<file path="config.mk">
export PLATFORM = sky130hd
export DESIGN_NAME = branch_resolve_ctrl_flat
export DESIGN_NICKNAME = d
export VERILOG_FILES = /design/src/rtl/branch_resolve_ctrl_if.sv /design/src/rtl/branch_resolve_ctrl.sv /design/src/flat_wrapper.sv
export SDC_FILE = /design/constraint.sdc
export NUM_CORES = 1
export LEC_CHECK = 0
export ABC_AREA = 1
export CORE_ASPECT_RATIO = 2
export CORE_MARGIN = 3
export CORE_UTILIZATION = 30
export CTS_CLUSTER_SIZE = 10
export DETAILED_ROUTE_END_ITERATION = 10
export PLACE_DENSITY = 0.48
export SYNTH_ARGS = -nofsm -noshare
export SYNTH_HDL_FRONTEND = slang
export SYNTH_SLANG_ARGS = --single-unit
</file>
<file path="constraint.sdc">
create_clock -name clk -period 4.9 [get_ports clk]
set_input_delay 0.49 -clock clk [delete_from_list [all_inputs] [get_ports clk]]
set_output_delay 0.49 -clock clk [all_outputs]
set_load 0.1 [all_outputs]
</file>
<file path="src/rtl/branch_resolve_ctrl_if.sv">
// -----------------------------------------------------------------------------
// branch_resolve_ctrl_if
//   Request/response bundle between the issue logic and the branch resolution
//   controller.
//
//   Request channel (valid/ready):
//     br_valid, br_ready, br_pc, br_imm, br_funct3, br_rs1, br_rs2, br_pred
//   Response channel (valid/ready):
//     res_valid, res_ready, res_taken, res_mispredict, res_redirect_pc,
//     res_illegal
//
//   master : the side that issues branches and consumes resolutions
//   slave  : the resolution controller
// -----------------------------------------------------------------------------
interface branch_resolve_ctrl_if;

  // Request channel
  logic        br_valid;
  logic        br_ready;
  logic [31:0] br_pc;
  logic [31:0] br_imm;
  logic [2:0]  br_funct3;
  logic [31:0] br_rs1;
  logic [31:0] br_rs2;
  logic        br_pred;

  // Response channel
  logic        res_valid;
  logic        res_ready;
  logic        res_taken;
  logic        res_mispredict;
  logic [31:0] res_redirect_pc;
  logic        res_illegal;

  modport master (
    output br_valid, br_pc, br_imm, br_funct3, br_rs1, br_rs2, br_pred,
    input  br_ready,
    input  res_valid, res_taken, res_mispredict, res_redirect_pc, res_illegal,
    output res_ready
  );

  modport slave (
    input  br_valid, br_pc, br_imm, br_funct3, br_rs1, br_rs2, br_pred,
    output br_ready,
    output res_valid, res_taken, res_mispredict, res_redirect_pc, res_illegal,
    input  res_ready
  );

endinterface : branch_resolve_ctrl_if

</file>
<file path="src/rtl/branch_resolve_ctrl.sv">
// -----------------------------------------------------------------------------
// branch_resolve_ctrl
//   Resolves one conditional branch at a time for the MinCPU core and owns the
//   2-bit saturating branch history table (BHT) used by fetch.
//
//   Flow: IDLE accepts a request and registers its operands, EVAL computes the
//   condition and target from those registers (so no br_* input reaches a
//   res_* output combinationally), RESP holds the result until it is taken.
//   The BHT is trained and the performance counters are bumped only on the
//   response handshake, so a flushed branch leaves no trace.
//
//   Ports:
//     clk, rst_n        clock, asynchronous active-low reset
//     flush             synchronous abort of any in-flight branch
//     bus (slave)       request / response handshake bundle
//     lookup_pc         fetch PC to predict
//     lookup_taken      MSB of the BHT counter selected by lookup_pc
//     branch_count      resolved branches (wraps)
//     mispredict_count  resolved mispredicts (wraps)
// -----------------------------------------------------------------------------
module branch_resolve_ctrl #(
  parameter int BHT_ENTRIES = 64,
  parameter int CNT_W       = 32
) (
  input  logic                  clk,
  input  logic                  rst_n,
  input  logic                  flush,
  branch_resolve_ctrl_if.slave  bus,
  input  logic [31:0]           lookup_pc,
  output logic                  lookup_taken,
  output logic [CNT_W-1:0]      branch_count,
  output logic [CNT_W-1:0]      mispredict_count
);

  localparam int IDX_W = $clog2(BHT_ENTRIES);

  typedef enum logic [1:0] {
    IDLE = 2'd0,
    EVAL = 2'd1,
    RESP = 2'd2
  } state_e;

  // RISC-V branch funct3 encodings
  localparam logic [2:0] F3_BEQ  = 3'b000;
  localparam logic [2:0] F3_BNE  = 3'b001;
  localparam logic [2:0] F3_BLT  = 3'b100;
  localparam logic [2:0] F3_BGE  = 3'b101;
  localparam logic [2:0] F3_BLTU = 3'b110;
  localparam logic [2:0] F3_BGEU = 3'b111;

  state_e state;

  // Captured request
  logic [31:0] pc_q;
  logic [31:0] imm_q;
  logic [2:0]  funct3_q;
  logic [31:0] rs1_q;
  logic [31:0] rs2_q;
  logic        pred_q;

  // Registered result
  logic        res_valid_q;
  logic        taken_q;
  logic        mispredict_q;
  logic        illegal_q;
  logic [31:0] redirect_q;

  logic [CNT_W-1:0] branch_count_q;
  logic [CNT_W-1:0] mispredict_count_q;

  logic [1:0] bht [BHT_ENTRIES];

  // ---------------------------------------------------------------------------
  // Condition evaluation from the captured operands
  // ---------------------------------------------------------------------------
  logic        eval_taken;
  logic        eval_illegal;
  logic [31:0] eval_target;

  always_comb begin
    // NOTE: every variable gets a default before the case so a missing arm
    // can never infer a latch.
    eval_taken   = 1'b0;
    eval_illegal = 1'b0;
    case (funct3_q)
      F3_BEQ:  eval_taken = (rs1_q == rs2_q);
      F3_BNE:  eval_taken = (rs1_q != rs2_q);
      F3_BLT:  eval_taken = ($signed(rs1_q) <  $signed(rs2_q));
      F3_BGE:  eval_taken = ($signed(rs1_q) >= $signed(rs2_q));
      F3_BLTU: eval_taken = (rs1_q <  rs2_q);
      F3_BGEU: eval_taken = (rs1_q >= rs2_q);
      // 010 / 011 are not branches: report illegal, resolve as not taken
      default: eval_illegal = 1'b1;
    endcase
    // 32-bit adds wrap naturally modulo 2^32
    eval_target = eval_taken ? (pc_q + imm_q) : (pc_q + 32'd4);
  end

  // ---------------------------------------------------------------------------
  // Handshake qualifiers (flush wins over both)
  // ---------------------------------------------------------------------------
  logic res_fire;
  logic bht_train;

  assign res_fire  = res_valid_q && bus.res_ready && !flush;
  assign bht_train = res_fire && !illegal_q;

  // ---------------------------------------------------------------------------
  // Control FSM, operand capture, result registers and counters
  // ---------------------------------------------------------------------------
  always_ff @(posedge clk or negedge rst_n) begin
    // NOTE: sequential state uses non-blocking assignments only, so every
    // register samples the pre-edge values regardless of statement order.
    if (!rst_n) begin
      state              <= IDLE;
      pc_q               <= '0;
      imm_q              <= '0;
      funct3_q           <= '0;
      rs1_q              <= '0;
      rs2_q              <= '0;
      pred_q             <= 1'b0;
      res_valid_q        <= 1'b0;
      taken_q            <= 1'b0;
      mispredict_q       <= 1'b0;
      illegal_q          <= 1'b0;
      redirect_q         <= '0;
      branch_count_q     <= '0;
      mispredict_count_q <= '0;
    end else if (flush) begin
      state       <= IDLE;
      res_valid_q <= 1'b0;
    end else begin
      case (state)
        IDLE: begin
          if (bus.br_valid) begin
            pc_q     <= bus.br_pc;
            imm_q    <= bus.br_imm;
            funct3_q <= bus.br_funct3;
            rs1_q    <= bus.br_rs1;
            rs2_q    <= bus.br_rs2;
            pred_q   <= bus.br_pred;
            state    <= EVAL;
          end
        end

        EVAL: begin
          taken_q      <= eval_taken;
          mispredict_q <= (eval_taken != pred_q);
          illegal_q    <= eval_illegal;
          redirect_q   <= eval_target;
          res_valid_q  <= 1'b1;
          state        <= RESP;
        end

        RESP: begin
          if (res_fire) begin
            res_valid_q    <= 1'b0;
            state          <= IDLE;
            branch_count_q <= branch_count_q + CNT_W'(1);
            if (mispredict_q) begin
              mispredict_count_q <= mispredict_count_q + CNT_W'(1);
            end
          end
        end

        default: state <= IDLE;
      endcase
    end
  end

  // ---------------------------------------------------------------------------
  // Branch history table
  // ---------------------------------------------------------------------------
  logic [IDX_W-1:0] train_idx;
  logic [IDX_W-1:0] lookup_idx;
  logic [1:0]       train_cur;
  logic [1:0]       train_next;

  assign train_idx  = pc_q[IDX_W+1:2];
  assign lookup_idx = lookup_pc[IDX_W+1:2];
  assign train_cur  = bht[train_idx];

  always_comb begin
    train_next = train_cur;
    if (taken_q) begin
      if (train_cur != 2'b11) train_next = train_cur + 2'd1;
    end else begin
      if (train_cur != 2'b00) train_next = train_cur - 2'd1;
    end
  end

  always_ff @(posedge clk or negedge rst_n) begin
    // NOTE: the table is built from flops, not a RAM macro, because every
    // entry must come out of reset as weakly not-taken.
    if (!rst_n) begin
      for (int i = 0; i < BHT_ENTRIES; i++) begin
        bht[i] <= 2'b01;
      end
    end else if (bht_train) begin
      bht[train_idx] <= train_next;
    end
  end

  // Read of the current contents: a same-cycle write is seen next cycle.
  assign lookup_taken = bht[lookup_idx][1];

  // Only the index bits of the fetch PC select an entry.
  logic unused_lookup_bits;
  assign unused_lookup_bits = ^{lookup_pc[31:IDX_W+2], lookup_pc[1:0]};

  // ---------------------------------------------------------------------------
  // Outputs
  // ---------------------------------------------------------------------------
  assign bus.br_ready        = (state == IDLE);
  assign bus.res_valid       = res_valid_q;
  assign bus.res_taken       = taken_q;
  assign bus.res_mispredict  = mispredict_q;
  assign bus.res_redirect_pc = redirect_q;
  assign bus.res_illegal     = illegal_q;
  assign branch_count        = branch_count_q;
  assign mispredict_count    = mispredict_count_q;

endmodule : branch_resolve_ctrl
</file>
<file path="src/flat_wrapper.sv">
// flat-port wrapper written by rule: the top's interface ports become plain ports
module branch_resolve_ctrl_flat 
#(
  parameter int BHT_ENTRIES = 64,
  parameter int CNT_W       = 32
)
  (clk, rst_n, flush, lookup_pc, lookup_taken, branch_count, mispredict_count, bus_br_valid, bus_br_pc, bus_br_imm, bus_br_funct3, bus_br_rs1, bus_br_rs2, bus_br_pred, bus_br_ready, bus_res_valid, bus_res_taken, bus_res_mispredict, bus_res_redirect_pc, bus_res_illegal, bus_res_ready);
  branch_resolve_ctrl_if bus_i ();
  input  logic clk;
  input  logic rst_n;
  input  logic flush;
  input  logic [31:0] lookup_pc;
  output logic lookup_taken;
  output logic [CNT_W-1:0] branch_count;
  output logic [CNT_W-1:0] mispredict_count;
  input wire logic [$bits(bus_i.br_valid)-1:0] bus_br_valid;
  input wire logic [$bits(bus_i.br_pc)-1:0] bus_br_pc;
  input wire logic [$bits(bus_i.br_imm)-1:0] bus_br_imm;
  input wire logic [$bits(bus_i.br_funct3)-1:0] bus_br_funct3;
  input wire logic [$bits(bus_i.br_rs1)-1:0] bus_br_rs1;
  input wire logic [$bits(bus_i.br_rs2)-1:0] bus_br_rs2;
  input wire logic [$bits(bus_i.br_pred)-1:0] bus_br_pred;
  output wire logic [$bits(bus_i.br_ready)-1:0] bus_br_ready;
  output wire logic [$bits(bus_i.res_valid)-1:0] bus_res_valid;
  output wire logic [$bits(bus_i.res_taken)-1:0] bus_res_taken;
  output wire logic [$bits(bus_i.res_mispredict)-1:0] bus_res_mispredict;
  output wire logic [$bits(bus_i.res_redirect_pc)-1:0] bus_res_redirect_pc;
  output wire logic [$bits(bus_i.res_illegal)-1:0] bus_res_illegal;
  input wire logic [$bits(bus_i.res_ready)-1:0] bus_res_ready;
  assign bus_i.br_valid = bus_br_valid;
  assign bus_i.br_pc = bus_br_pc;
  assign bus_i.br_imm = bus_br_imm;
  assign bus_i.br_funct3 = bus_br_funct3;
  assign bus_i.br_rs1 = bus_br_rs1;
  assign bus_i.br_rs2 = bus_br_rs2;
  assign bus_i.br_pred = bus_br_pred;
  assign bus_br_ready = bus_i.br_ready;
  assign bus_res_valid = bus_i.res_valid;
  assign bus_res_taken = bus_i.res_taken;
  assign bus_res_mispredict = bus_i.res_mispredict;
  assign bus_res_redirect_pc = bus_i.res_redirect_pc;
  assign bus_res_illegal = bus_i.res_illegal;
  assign bus_i.res_ready = bus_res_ready;
  branch_resolve_ctrl #(.BHT_ENTRIES(BHT_ENTRIES), .CNT_W(CNT_W)) u_core (.clk(clk), .rst_n(rst_n), .flush(flush), .bus(bus_i), .lookup_pc(lookup_pc), .lookup_taken(lookup_taken), .branch_count(branch_count), .mispredict_count(mispredict_count));
endmodule
</file>
==> results of run 1 <==
metrics by stage:
step                      instance area [sq um]  instances
after detailed placement                  23900       3799
after global placement                    23900       3799
after CTS                                 25100       3864
after global routing                      25100       3865
after floorplan                           20500       2735
final                                     25100       3865
worst min-delay path, cell delays in order (launching register included):
cell and delay (ns):
sky130_fd_sc_hd__dfstp_2 0.36, sky130_fd_sc_hd__nand2_1 0.05, sky130_fd_sc_hd__nand2_1 0.05
power breakdown:
part           internal, mW  switching (mW)
Sequential             3.38           0.345
Clock                  1.69            1.29
Combinational          1.13            3.13
Total                  6.21            4.76
repair_timing:
item                                    in CTS  in global routing
hold endpoints to repair                    50                  0
hold buffers                                 1                  0
endpoints found under the setup margin       0                  0
buffers inserted                             0                  0
cell usage after synthesis, drive strengths merged:
cell / count
nand3b: 4
clkbuf: 46
a21boi: 3
nor2: 164
a22oi: 19
nand2: 1011
o221a: 1
clkinv: 3
o21bai: 3
o2bb2ai: 3
o21ai: 149
buf: 47
nor3: 92
dfstp: 64
xor2: 84
nor4: 7
a221oi: 3
o21a: 3
a21o: 4
nand3: 199
a22o: 2
ha: 66
inv: 299
o211a: 1
a31oi: 3
and3: 2
fa: 1
nand4: 40
a21oi: 65
o221ai: 3
mux2: 2
o22ai: 11
xnor2: 26
a2bb2oi: 1
o311ai: 1
a211oi: 1
o211ai: 4
dfrtp: 298
registers in the layout (all words and copies together) (netlist names), 32 cells and up:
name                        count
u_core.bht                    128
u_core.branch_count            32
u_core.pc_q                    32
u_core.rs1_q                   32
u_core.mispredict_count        32
u_core.rs2_q                   32
u_core.bus.res_redirect_pc     32
u_core.imm_q                   32
per-layer routing:
| layer | GRT usage | up-vias |
|---|---|---|
| met1 | 0.226 | 9207 |
| met5 | 0 | - |
| met4 | 0.110 | 0 |
| met3 | 0.0295 | 177 |
| met2 | 0.399 | 598 |
| li1 | - | 9153 |
worst max-delay path by stage:
| stage | start | endpoint | slack (ns) | depth (start not counted) |
|---|---|---|---|---|
| after floorplan | u_core.state[1] | u_core.funct3_q[1] | 1.84 | 6 |
| after global placement | u_core.rs1_q[19] | u_core.bus.res_redirect_pc[0] | 1.39 | 16 |
| after detailed placement | u_core.pc_q[2] | u_core.bht[65] | 1.34 | 11 |
| after global routing | u_core.rs2_q[19] | u_core.bus.res_redirect_pc[0] | 1.06 | 17 |
| after CTS | u_core.rs2_q[19] | u_core.bus.res_redirect_pc[0] | 1.32 | 17 |
| final | u_core.pc_q[2] | u_core.bht[113] | 1.34 | 13 |
kinds of logic after synthesis:
logic type               after synthesis  synth area share
AO/OA/AOI/OAI                        280            0.0772
adder cells (fa/ha/maj)               67            0.0413
flip-flops                           362             0.446
buffers and inverters                395            0.0784
XOR/XNOR                             110            0.0470
AND/OR/NAND/NOR                     1519             0.309
multiplexers                           2           0.00110
cell type report:
class                           instances  area (sq um)  share of cell area
Clock buffer                           61          1170              0.0468
Timing Repair Buffer                  268          2690               0.107
Inverter                              302          1150              0.0457
Tap cell                              890          1110              0.0444
Sequential cell                       362          9140               0.364
Antenna cell                            1          2.50           0.0000998
Multi-Input combinational cell       1978          9780               0.390
Clock inverter                          3          46.3             0.00185
==> results.txt, run 1 <==
The first TritonRoute pass finished after 7 iterations. Input and output buffers added on the ports amount to 244. The signal on the critical path passes through inv_4, nor2_2, a22oi_1, nand3_1, nand2_1, nand2_1, nor2_1, nand2_1, nand2_2, nand2_2, buf_4, nand3_1, nand2_1. The share of final-layout standard cells stronger than drive strength 1 works out to 0.0619. Vias per cell: 4.95.

At the later pin of the worst-skew pair, clock insertion delay measures 0.57 ns. Setup violations remaining at the end of the flow were counted as 0. The netlist area before placement is 0.0205 sq mm. The worst register-to-register path ends at u_core.bht[113].

In the detailed route, the total length drawn on met3 is 3890 um. Startpoint type of the worst setup path: a flip-flop. Between clock sinks in the finished design, the worst skew comes to 0.0404 ns. The tools report the leakage power summed over all cells as 11.9 nW. Summed over all layers, the global routing overflow is 0. In the synthesized netlist, the number of instances is 2,735.

The total power divided by cell area works out to 437 mW/mm^2. The portion of synthesized cell area occupied by the leading cell type came out at 0.364. Row generation in the floorplan step produced 135 rows. Final period utilization: 0.727. Cell at the root of the clock tree: sky130_fd_sc_hd__clkbuf_16. The top cell types in the final layout, fill and taps aside, are 1,007 x sky130_fd_sc_hd__nand2_1, 298 x sky130_fd_sc_hd__dfrtp_1, 288 x sky130_fd_sc_hd__inv_1, 242 x sky130_fd_sc_hd__clkdlybuf4s50_1, 189 x sky130_fd_sc_hd__nand3_1.

In this run the most critical hold path is launched from u_core.bht[88]. After clock tree synthesis, the clock-pin slew on the worst setup and hold paths is 0.06 ns. The mean routed wirelength per cell works out to 20.0 um. The floorplan die area came out at 0.0717 sq mm. Static timing analysis puts the maximum clock frequency at 281 MHz. The setup slack on the worst flop-to-flop path was 1.34 ns; the share of synthesized area occupied by flip-flops and latches was 0.446. The wire-length estimate of the detail-placed layout is 56,800 um. Adding up every negative setup slack in the final design gives 0 ns. Leaving out fill and tap cells, the most frequent cell in the layout is sky130_fd_sc_hd__nand2_1. The weighted congestion reported at the end of routability-driven placement is 0.959.

The longest individual stage delay on the worst path is 0.89 ns, and the peak supply drop is 0.000518 V. The routed design could run at a clock period as short as 3.56 ns. Yosys attributes the largest share of cell area to sky130_fd_sc_hd__dfrtp_1 36%, sky130_fd_sc_hd__nand2_1 18%, sky130_fd_sc_hd__dfstp_2 8.2%. For the worst slew margin relative to its limit, the log shows 0.210. In the post-route analysis, the smallest setup slack over all paths is 1.34 ns. The die is 191 um wide.

Number of different library cells in the post-synthesis netlist: 53. The critical-path cell with the highest stage delay is sky130_fd_sc_hd__nor2_2. The number of nets handed over by synthesis was 2,971.

Starting DRC count in detailed routing: 1,303. The run gives 0 as the post-detailed-route DRC marker count. The slew at the pin closest to its max-slew limit is 1.19 ns.

The effective utilization at floorplan is 0.303, and the maximum clock path buffer count is 3. Compared with the post-synthesis result, the final layout area differs by 22.4%. The data required time at the worst endpoint came out at 5.40 ns. The global-route usage over all layers is 0.212.

The final layout contains routed wiring with a total length of 77,100 um. Broken down by cell family, the worst path's largest delay share belongs to simple AND/OR/NAND/NOR gates. For hold timing, the worst endpoint is u_core.bht[88].

The utilization after layout is 0.370, and the worst slack at placement is 1.34 ns. TritonCTS built the clock tree. The tools report the beginning of the worst register-to-register path as u_core.pc_q[2].

The tightest min-delay check is of the reg2reg type. The detailed-routing wirelength on met1 was 28,000 um. The H-tree was split into 2 levels.

Counting both buffers and inverters, the worst setup path holds a total of 2. The logs give 0 for the final hold violation count and 40,700 um for the met2 wirelength from detailed routing. During I/O placement, the number of pins put on the boundary was 271.

The top layer used by detailed routing is met4. The number of antenna violations at the first check in global routing is 1, and the total CTS buffers is 43. The height of the die works out to 376 um. The number of cells traversed by the worst hold path was 2; the critical path data arrival time was 4.07 ns. In this run the worst path has a maximum fanout of 19. The run gives 117,000 um as the global-route wire length before repair.

The most used cell along the critical path is sky130_fd_sc_hd__nand2_1. The Yosys step of the flow raised 0 warnings. Cell type contributing the most total cell area after synthesis: sky130_fd_sc_hd__dfrtp_1.

Entering global routing, the biggest net connects 171 pins. Setup repair after global routing left no endpoint under its margin. The run finished with clean final reports. The fill cell total of the finished layout came out at 7,071.

STA classifies the critical path endpoint as a flip-flop. Hold timing on the final database bottoms out at a slack of 0.468 ns. Measured in cells, the most critical reg-to-reg path has a length of 13. The number of global-route vias before repair came out at 19,831. The register bit total from synthesis was 362; the core area was 0.0677 sq mm.

The tools report the count of instances resized after the clock tree is built as 0. CTS saw 362 sinks. Max capacitance violation total: 0.

Summing internal, switching and leakage power gives 11.0 mW. The run gives 0 as the number of pins with negative max-slew slack in the final report. The detail route stage leaves a number of antenna-violating nets equal to 0.

The net count of the finished layout is 3,191. The detailed router placed 19,135 vias in this run. The worst setup path is of the reg2reg kind. The mean instance size in the synthesized netlist was 7.49 sq um.
No activity file was read; power rests on OpenSTA's default activity.
==> inputs of run 2 (changes only) <==
==> constraint.sdc (replaced) <==
create_clock -name clk -period 3.4 [get_ports clk]
set_input_delay 0.34 -clock clk [delete_from_list [all_inputs] [get_ports clk]]
set_output_delay 0.34 -clock clk [all_outputs]
set_load 0.1 [all_outputs]
==> run 2 against run 1 <==
Net effect: critical endpoint is now lookup_taken; total power rose by 45%; sequential power up 43%; routed wire length is 0.37% higher; setup slack lost 0.88 ns; critical path depth decreased by 5; global-route usage up 0.17 points.
==> results.txt, run 2 (synthesized netlist as in run 1, its figures left out) <==
The mean routed wirelength per cell is 19.8 um (was 20.0 um). The tools report the utilization after layout as 0.375 (was 0.370). The worst path in the final design needs a cycle of 2.95 ns, including I/O delays and setup. The final global-route overflow total was 0 (unchanged); the final hold violation count was 0 (unchanged). The vias per cell was 4.93 (was 4.95); the maximum clock path buffer count was 3 (unchanged).

The remaining number of nets flagged by the antenna check after routing came out at 0 (unchanged). The logs give 0.0677 sq mm (unchanged) for the core area and 3,228 (was 3,191) for the post-layout net count. The most flop-heavy register is u_core.bht (unchanged). Count of instances resized after the clock tree is built: 0 (unchanged). The longest individual stage delay on the worst path is 0.52 ns (was 0.89 ns). The startpoint type of the worst setup path is an input pin (was a flip-flop).

The count of endpoints failing setup in the final report came out at 0 (unchanged). The most common library cell in the layout ignoring fill and taps is sky130_fd_sc_hd__nand2_1 (unchanged). The run gives 3.06 ns (was 5.40 ns) as the data required time at the worst endpoint. The standard-cell row count was 135 (unchanged); the overall routed net length was 77,400 um (was 77,100 um). The number of buffers and inverters on the critical path is 3 (was 2). The number of antenna violations at the first check in global routing is 1 (unchanged), and the area growth from synthesis to layout is 24.0% (was 22.4%).

The max capacitance violation total came out at 0 (unchanged). The tools report the detailed placer's ending HPWL as 57,900 um (was 56,800 um). The critical path data arrival time is 2.61 ns (was 4.07 ns). Startpoint-to-endpoint class of the critical path: in2out (was reg2reg).

The slew at the pin closest to its max-slew limit works out to 1.10 ns (was 1.19 ns). For the total CTS buffers, the log shows 43 (unchanged). The total power divided by cell area was 626 mW/mm^2 (was 437 mW/mm^2). The tools report the global-route wire length before repair as 118,000 um (was 117,000 um).

The die boundary width is 191 um (unchanged). The worst slew margin relative to its limit was 0.264 (was 0.210); the maximum number of pins on one net before global-route repair was 98 (was 171). Global-route usage over all layers: 0.214 (was 0.212).

TritonCTS built the clock tree. The tools report the setup TNS as 0 ns (unchanged). The floorplan die area is 0.0717 sq mm (unchanged), and the effective utilization at floorplan is 0.303 (unchanged). The number of clock sinks seen by CTS was 362 (unchanged); the number of H-tree branching levels was 2 (unchanged).

The run gives 0 (unchanged) as the post-detailed-route DRC marker count. Setup repair after global routing left no endpoint under its margin. For the starting DRC count in detailed routing, the log shows 1,187 (was 1,303). The number of post-CTS setup repair buffers was 0 (unchanged).

The worst clock skew on the final layout is 0.0303 ns (was 0.0404 ns). The height of the die is 376 um (unchanged), and the share of final-layout standard cells stronger than drive strength 1 is 0.0763 (was 0.0619). The final period utilization was 0.867. The run gives 271 (unchanged) as the I/O pin total. Critical-path cell list: clkdlybuf4s50_1, buf_4, o21ai_0, a221oi_1, o22ai_1, o221ai_1, nand2_1, buf_12 (was inv_4, nor2_2, a22oi_1, nand3_1, nand2_1, nand2_1, nor2_1, nand2_1, nand2_2, nand2_2, buf_4, nand3_1, nand2_1).

The run finished with clean final reports. The tools report the weighted congestion reported at the end of routability-driven placement as 0.965 (was 0.959). The tools report the cell at the root of the clock tree as sky130_fd_sc_hd__clkbuf_16 (unchanged). The flip-flop count of the largest register, all copies and words added came out at 128 (unchanged).

The tools report the highest clock rate as 339 MHz. The number of global-route vias before repair was 20,000 (was 19,831); the count of buffers from port buffering was 244 (unchanged). The critical-path cell with the highest stage delay is sky130_fd_sc_hd__a221oi_1 (was sky130_fd_sc_hd__nor2_2).

The largest delay contributor family on the critical path was compound AO/OA/AOI/OAI gates (was simple AND/OR/NAND/NOR gates). The highest fanout seen on the critical path is 27 (was 19), and the number of pins with negative max-slew slack in the final report is 0 (unchanged). Later-pin clock latency in the skew report: 0.56 ns (was 0.57 ns). The kind of path behind the tightest hold check is in2reg (was reg2reg). The endpoint class of the critical path is a primary output (was a flip-flop). The number of detailed-route iterations in the first pass is 6 (was 7).

Leading cell types in the layout, fill and taps excluded: 1,007 x sky130_fd_sc_hd__nand2_1, 298 x sky130_fd_sc_hd__dfrtp_1, 288 x sky130_fd_sc_hd__inv_1, 232 x sky130_fd_sc_hd__clkdlybuf4s50_1, 189 x sky130_fd_sc_hd__nand3_1 (was 1,007 x sky130_fd_sc_hd__nand2_1, 298 x sky130_fd_sc_hd__dfrtp_1, 288 x sky130_fd_sc_hd__inv_1, 242 x sky130_fd_sc_hd__clkdlybuf4s50_1, 189 x sky130_fd_sc_hd__nand3_1). The peak supply drop was 0.000695 V (was 0.000518 V); the clock slew at the register clock pins of the worst setup and hold paths was 0.06 ns (about the same). The fill cell total of the finished layout was 7,102 (was 7,071). The leakage power summed over all cells was 12.2 nW (was 11.9 nW); the number of vias in the routed layout was 19,253 (was 19,135).
-- run 2: worst reg2reg max path, cell delays in order (launching register included) --
cell	delay (ns)
sky130_fd_sc_hd__dfrtp_1	0.35
sky130_fd_sc_hd__ha_1	0.15
sky130_fd_sc_hd__inv_1	0.08
sky130_fd_sc_hd__fa_1	0.42
sky130_fd_sc_hd__o21ai_0	0.43
sky130_fd_sc_hd__a21oi_1	0.21
sky130_fd_sc_hd__o21ai_0	0.43
sky130_fd_sc_hd__nand2_1	0.14
sky130_fd_sc_hd__nand3_1	0.12
sky130_fd_sc_hd__o21ai_0	0.09
sky130_fd_sc_hd__nand2_1	0.07
sky130_fd_sc_hd__nand2_1	0.05
sky130_fd_sc_hd__inv_1	0.05
sky130_fd_sc_hd__nand2_1	0.05
sky130_fd_sc_hd__nand3_1	0.07
sky130_fd_sc_hd__nand2_1	0.05
-- run 2: worst paths after layout --
path,cells past startpoint,to,from,slack [ns]
worst max-delay path,8,lookup_taken,lookup_pc[2],0.45
worst min-delay path,3,u_core.rs1_q[6],bus_br_rs1[6],0.33
worst max register to register,15,u_core.bus.res_redirect_pc[22],u_core.imm_q[0],0.53
worst min register to register,2,u_core.bht[14],u_core.bht[14],0.46
max in group asynchronous,3,u_core.bht[10],rst_n,2.05
min in group asynchronous,2,u_core.pc_q[26],rst_n,0.38
-- run 2: area by class of cell --
class                      instances  area, sq um  area share
tap                              890         1110      0.0438
inverter                         302         1150      0.0451
clock inverter                     3         21.3    0.000837
sequential                       362         9140       0.359
timing repair buffer             305         3030       0.119
multi-input combinational       1978         9780       0.385
antenna                            1         2.50   0.0000984
clock buffer                      63         1190      0.0470
-- run 2: stage by stage --
| step | cells | worst slack (ns) | power, mW | hold WS, ns | area, sq um |
|---|---|---|---|---|---|
| CTS | 3903 | 0.492 | 16.1 | 0.289 | 25400 |
| global route | 3904 | 0.193 | 16.8 | 0.309 | 25400 |
| detailed placement | 3836 | 0.439 | 11.7 | 0.395 | 24200 |
| global placement | 3836 | 0.433 | 11.7 | 0.373 | 24200 |
| finish | 3904 | 0.453 | 15.9 | 0.329 | 25400 |
| floorplan | 2735 | 0.343 | 9.47 | 0.0444 | 20500 |
-- run 2: metal layers --
metal	routed length [um]	global-route usage	vias to the layer above
met5	0	0	-
met4	5790	0.139	0
met3	3810	0.0255	207
met2	40000	0.392	684
met1	27900	0.227	9115
li1	-	-	9247
-- run 2: repair_timing --
action | in CTS | in global routing
hold buffers | 1 | 0
endpoints found under the setup margin | 0 | 0
hold endpoints to repair | 54 | 0
-- run 2: report_power, final --
part	switching (mW)	total [mW]	internal [mW]
sequential	0.453	5.33	4.88
clock	1.85	4.25	2.40
combinational	4.61	6.33	1.72
total	6.91	15.9	9.00
==> inputs of run 3 (changes only) <==
--- a/config.mk
+++ b/config.mk
@@ -8,10 +8,10 @@
 export ABC_AREA = 1
 export CORE_ASPECT_RATIO = 2
 export CORE_MARGIN = 3
-export CORE_UTILIZATION = 30
+export CORE_UTILIZATION = 50
 export CTS_CLUSTER_SIZE = 10
 export DETAILED_ROUTE_END_ITERATION = 10
-export PLACE_DENSITY = 0.48
+export PLACE_DENSITY = 0.72
 export SYNTH_ARGS = -nofsm -noshare
 export SYNTH_HDL_FRONTEND = slang
 export SYNTH_SLANG_ARGS = --single-unit
==> run 3 against run 2 <==
Net effect: setup slack worse by 0.21 ns; largest power group unchanged; flip-flop and latch count stayed put; die area shrank 39%; register-to-register slack got worse by 0.29 ns; cell area down 2.4%.
==> results.txt, run 3 (synthesized netlist as in run 1, its figures left out) <==
The run finished with clean final reports. The count of endpoints failing setup in the final report came out at 0 (unchanged). The floorplan die area came out at 0.0436 sq mm (was 0.0717 sq mm). The max capacitance violation total is 0 (unchanged), and the count of instances resized after the clock tree is built is 0 (unchanged). The total CTS buffers is 42 (was 43), and the minimum clock period is 3.16 ns (was 2.95 ns). Total power divided by cell area: 629 mW/mm^2 (was 626 mW/mm^2). The die boundary width was 149 um (was 191 um).

The vias per cell was 5.58 (was 4.93); the global-route usage over all layers was 0.317 (was 0.214). The data required time at the worst endpoint was 3.82 ns (was 3.06 ns); the area growth from synthesis to layout was 21.0% (was 24.0%). The storage element area is 0.00914 sq mm (unchanged), and the number of global-route vias before repair is 20,285 (was 20,000). Most common library cell in the layout ignoring fill and taps: sky130_fd_sc_hd__nand2_1 (unchanged). The longest individual stage delay on the worst path works out to 0.75 ns (was 0.52 ns). The number of logic stages on the critical path including buffering came out at 15 (was 8). The slew at the pin closest to its max-slew limit is 1.12 ns (was 1.10 ns).

For the utilization after layout, the log shows 0.615 (was 0.375). The final period utilization works out to 0.929 (was 0.867). The tools report the cell at the root of the clock tree as sky130_fd_sc_hd__clkbuf_16 (unchanged).

Core area: 0.0403 sq mm (was 0.0677 sq mm). The detailed placer's ending HPWL is 51,000 um (was 57,900 um), and the setup TNS is 0 ns (unchanged). The count of buffers from port buffering is 244 (unchanged). The highest clock rate is 316 MHz (was 339 MHz). The logs give 0 (unchanged) for the final hold violation count and 3 (unchanged) for the maximum clock path buffer count. The worst slew margin relative to its limit is 0.252 (was 0.264). The leakage power summed over all cells was 12.0 nW (was 12.2 nW); the overall routed net length was 69,600 um (was 77,400 um).

The height of the die was 292 um (was 376 um). The weighted congestion reported at the end of routability-driven placement came out at 1.04 (was 0.965). The run gives 0.0324 ns (was 0.0303 ns) as the worst clock skew on the final layout. The beginning of the worst register-to-register path is u_core.pc_q[3] (was u_core.imm_q[0]). The number of pins with negative max-slew slack in the final report came out at 0 (unchanged).

For the area taken by multi-input logic gates, the log shows 0.00977 sq mm (was 0.00978 sq mm). The post-detailed-route DRC marker count was 0 (unchanged). The kind of path behind the tightest hold check was in2reg (unchanged). Number of buffers and inverters on the critical path: 1 (was 3). The first element of the critical path was u_core.pc_q[3] (was lookup_pc[2]). The later-pin clock latency in the skew report is 0.56 ns (about the same), and the standard-cell row count is 104 (was 135). Startpoint-to-endpoint class of the critical path: reg2reg (was in2out).

The largest delay contributor family on the critical path is simple AND/OR/NAND/NOR gates (was compound AO/OA/AOI/OAI gates). The run gives 271 (unchanged) as the I/O pin total. The clock slew at the register clock pins of the worst setup and hold paths came out at 0.06 ns (about the same).

Critical-path cell list: ha_1, a21oi_1, o21ai_0, a21oi_1, inv_1, nand3_1, nand4_1, nand2_1, nand2_1, nand2_1, nand2_1, nand2_1, nand2_1, nand2_1, nand2_1 (was clkdlybuf4s50_1, buf_4, o21ai_0, a221oi_1, o22ai_1, o221ai_1, nand2_1, buf_12). TritonCTS built the clock tree. The number of vias in the routed layout is 19,660 (was 19,253), and the remaining number of nets flagged by the antenna check after routing is 0 (unchanged). The cell that appears most often on the critical path is sky130_fd_sc_hd__nand2_1.

Leading cell types in the layout, fill and taps excluded: 1,007 x sky130_fd_sc_hd__nand2_1, 298 x sky130_fd_sc_hd__dfrtp_1, 288 x sky130_fd_sc_hd__inv_1, 241 x sky130_fd_sc_hd__clkdlybuf4s50_1, 189 x sky130_fd_sc_hd__nand3_1 (was 1,007 x sky130_fd_sc_hd__nand2_1, 298 x sky130_fd_sc_hd__dfrtp_1, 288 x sky130_fd_sc_hd__inv_1, 232 x sky130_fd_sc_hd__clkdlybuf4s50_1, 189 x sky130_fd_sc_hd__nand3_1). The mean routed wirelength per cell is 19.8 um (about the same), and the number of detailed-route iterations in the first pass is 5 (was 6). The tools report the fill cell total of the finished layout as 3,675 (was 7,102). The maximum number of pins on one net before global-route repair was 91 (was 98). The post-layout net count was 3,206 (was 3,228). The run gives 0 (unchanged) as the final global-route overflow total. The tools report the endpoint class of the critical path as a flip-flop (was a primary output). The cell count of the worst reg-to-reg path is 15 (unchanged), and the effective utilization at floorplan is 0.508 (was 0.303). The final total power is 15.6 mW (was 15.9 mW). Number of antenna violations at the first check in global routing: 3 (was 1). The most flop-heavy register is u_core.bht (unchanged). The tools report the startpoint type of the worst setup path as a flip-flop (was an input pin).

The critical path data arrival time came out at 3.58 ns (was 2.61 ns). Critical-path cell with the highest stage delay: sky130_fd_sc_hd__dfrtp_1 (was sky130_fd_sc_hd__a221oi_1). Setup repair after global routing left no endpoint under its margin.

The starting DRC count in detailed routing is 1,515 (was 1,187), and the number of clock sinks seen by CTS is 362 (unchanged). The number of cells traversed by the worst hold path was 3 (unchanged). Highest fanout seen on the critical path: 10 (was 27). The critical hold path startpoint is bus_br_rs1[23] (was bus_br_rs1[6]).

The setup slack on the worst flop-to-flop path was 0.24 ns (was 0.53 ns). The tools report the number of H-tree branching levels as 2 (unchanged). The peak supply drop was 0.000511 V (was 0.000695 V); the share of final-layout standard cells stronger than drive strength 1 was 0.0666 (was 0.0763). The flip-flop count of the largest register, all copies and words added is 128 (unchanged).

Global-route wire length before repair: 109,000 um (was 118,000 um).
[run 3: changes by cell type in the layout (fill, tap and decap cells not counted)]
cell,delta
sky130_fd_sc_hd__buf_4,-31
sky130_fd_sc_hd__clkdlybuf4s50_1,+9
sky130_fd_sc_hd__clkbuf_1,-2
sky130_fd_sc_hd__clkbuf_16,-2
sky130_fd_sc_hd__clkbuf_8,+2
sky130_fd_sc_hd__diode_2,+2
sky130_fd_sc_hd__buf_12,+1
sky130_fd_sc_hd__clkinv_4,-1
sky130_fd_sc_hd__clkinvlp_4,-1
sky130_fd_sc_hd__inv_4,+1
sky130_fd_sc_hd__nand3_2,+1
sky130_fd_sc_hd__nand3_4,-1
[run 3: what timing repair did]
item	4_1_cts	5_1_grt
buffers inserted	0	0
hold buffers	1	0
hold endpoints to repair	76	0
[run 3: worst paths after layout]
kind | endpoint
worst max-delay path | u_core.bus.res_redirect_pc[26]
worst min-delay path | u_core.rs1_q[23]
worst max register to register | u_core.bus.res_redirect_pc[26]
worst min register to register | u_core.bht[6]
max in group asynchronous | u_core.bht[42]
min in group asynchronous | u_core.imm_q[23]
[run 3: power breakdown]
part | leakage [nW] | switching [mW] | internal, mW | total (mW)
combinational | 6.96 | 4.48 | 1.69 | 6.17
sequential | 4.50 | 0.467 | 4.88 | 5.34
clock | 0.572 | 1.75 | 2.34 | 4.09
total | 12.0 | 6.69 | 8.91 | 15.6
[run 3: final cells by class]
| type | instances | share of cell area |
|---|---|---|
| clock inverters | 2 | 0.000555 |
| multi-input cells | 1978 | 0.394 |
| well taps | 530 | 0.0267 |
| flip-flops and latches | 362 | 0.368 |
| repair buffers | 284 | 0.117 |
| clock buffers | 61 | 0.0469 |
| diodes | 3 | 0.000303 |
| inverters | 302 | 0.0461 |
[run 3: worst reg2reg max path, stage by stage, from the launching register on]
cell                      delay [ns]
sky130_fd_sc_hd__dfrtp_1        0.75
sky130_fd_sc_hd__ha_1           0.41
sky130_fd_sc_hd__a21oi_1        0.16
sky130_fd_sc_hd__o21ai_0        0.22
sky130_fd_sc_hd__a21oi_1        0.40
sky130_fd_sc_hd__inv_1          0.08
sky130_fd_sc_hd__nand3_1        0.09
sky130_fd_sc_hd__nand4_1        0.23
sky130_fd_sc_hd__nand2_1        0.16
sky130_fd_sc_hd__nand2_1        0.06
sky130_fd_sc_hd__nand2_1        0.06
sky130_fd_sc_hd__nand2_1        0.05
sky130_fd_sc_hd__nand2_1        0.06
sky130_fd_sc_hd__nand2_1        0.15
sky130_fd_sc_hd__nand2_1        0.11
sky130_fd_sc_hd__nand2_1        0.05
[run 3: per-stage QoR]
stage / hold slack, ns / instances / setup slack (ns) / instance area [sq um]
after floorplan: 0.0444 / 2735 / 0.343 / 20500
after global placement: 0.416 / 3455 / 0.425 / 23600
after detailed placement: 0.424 / 3455 / 0.355 / 23600
after CTS: 0.321 / 3519 / 0.329 / 24800
after global routing: 0.355 / 3522 / 0.0126 / 24800
final: 0.342 / 3522 / 0.240 / 24800
[run 3: metal layers]
| layer | vias up | GRT usage | share of wire |
|---|---|---|---|
| li1 | 9183 | - | - |
| met1 | 9333 | 0.337 | 0.34 |
| met2 | 844 | 0.560 | 0.51 |
| met3 | 300 | 0.0421 | 0.059 |
| met4 | 0 | 0.240 | 0.089 |
| met5 | - | 0 | 0 |
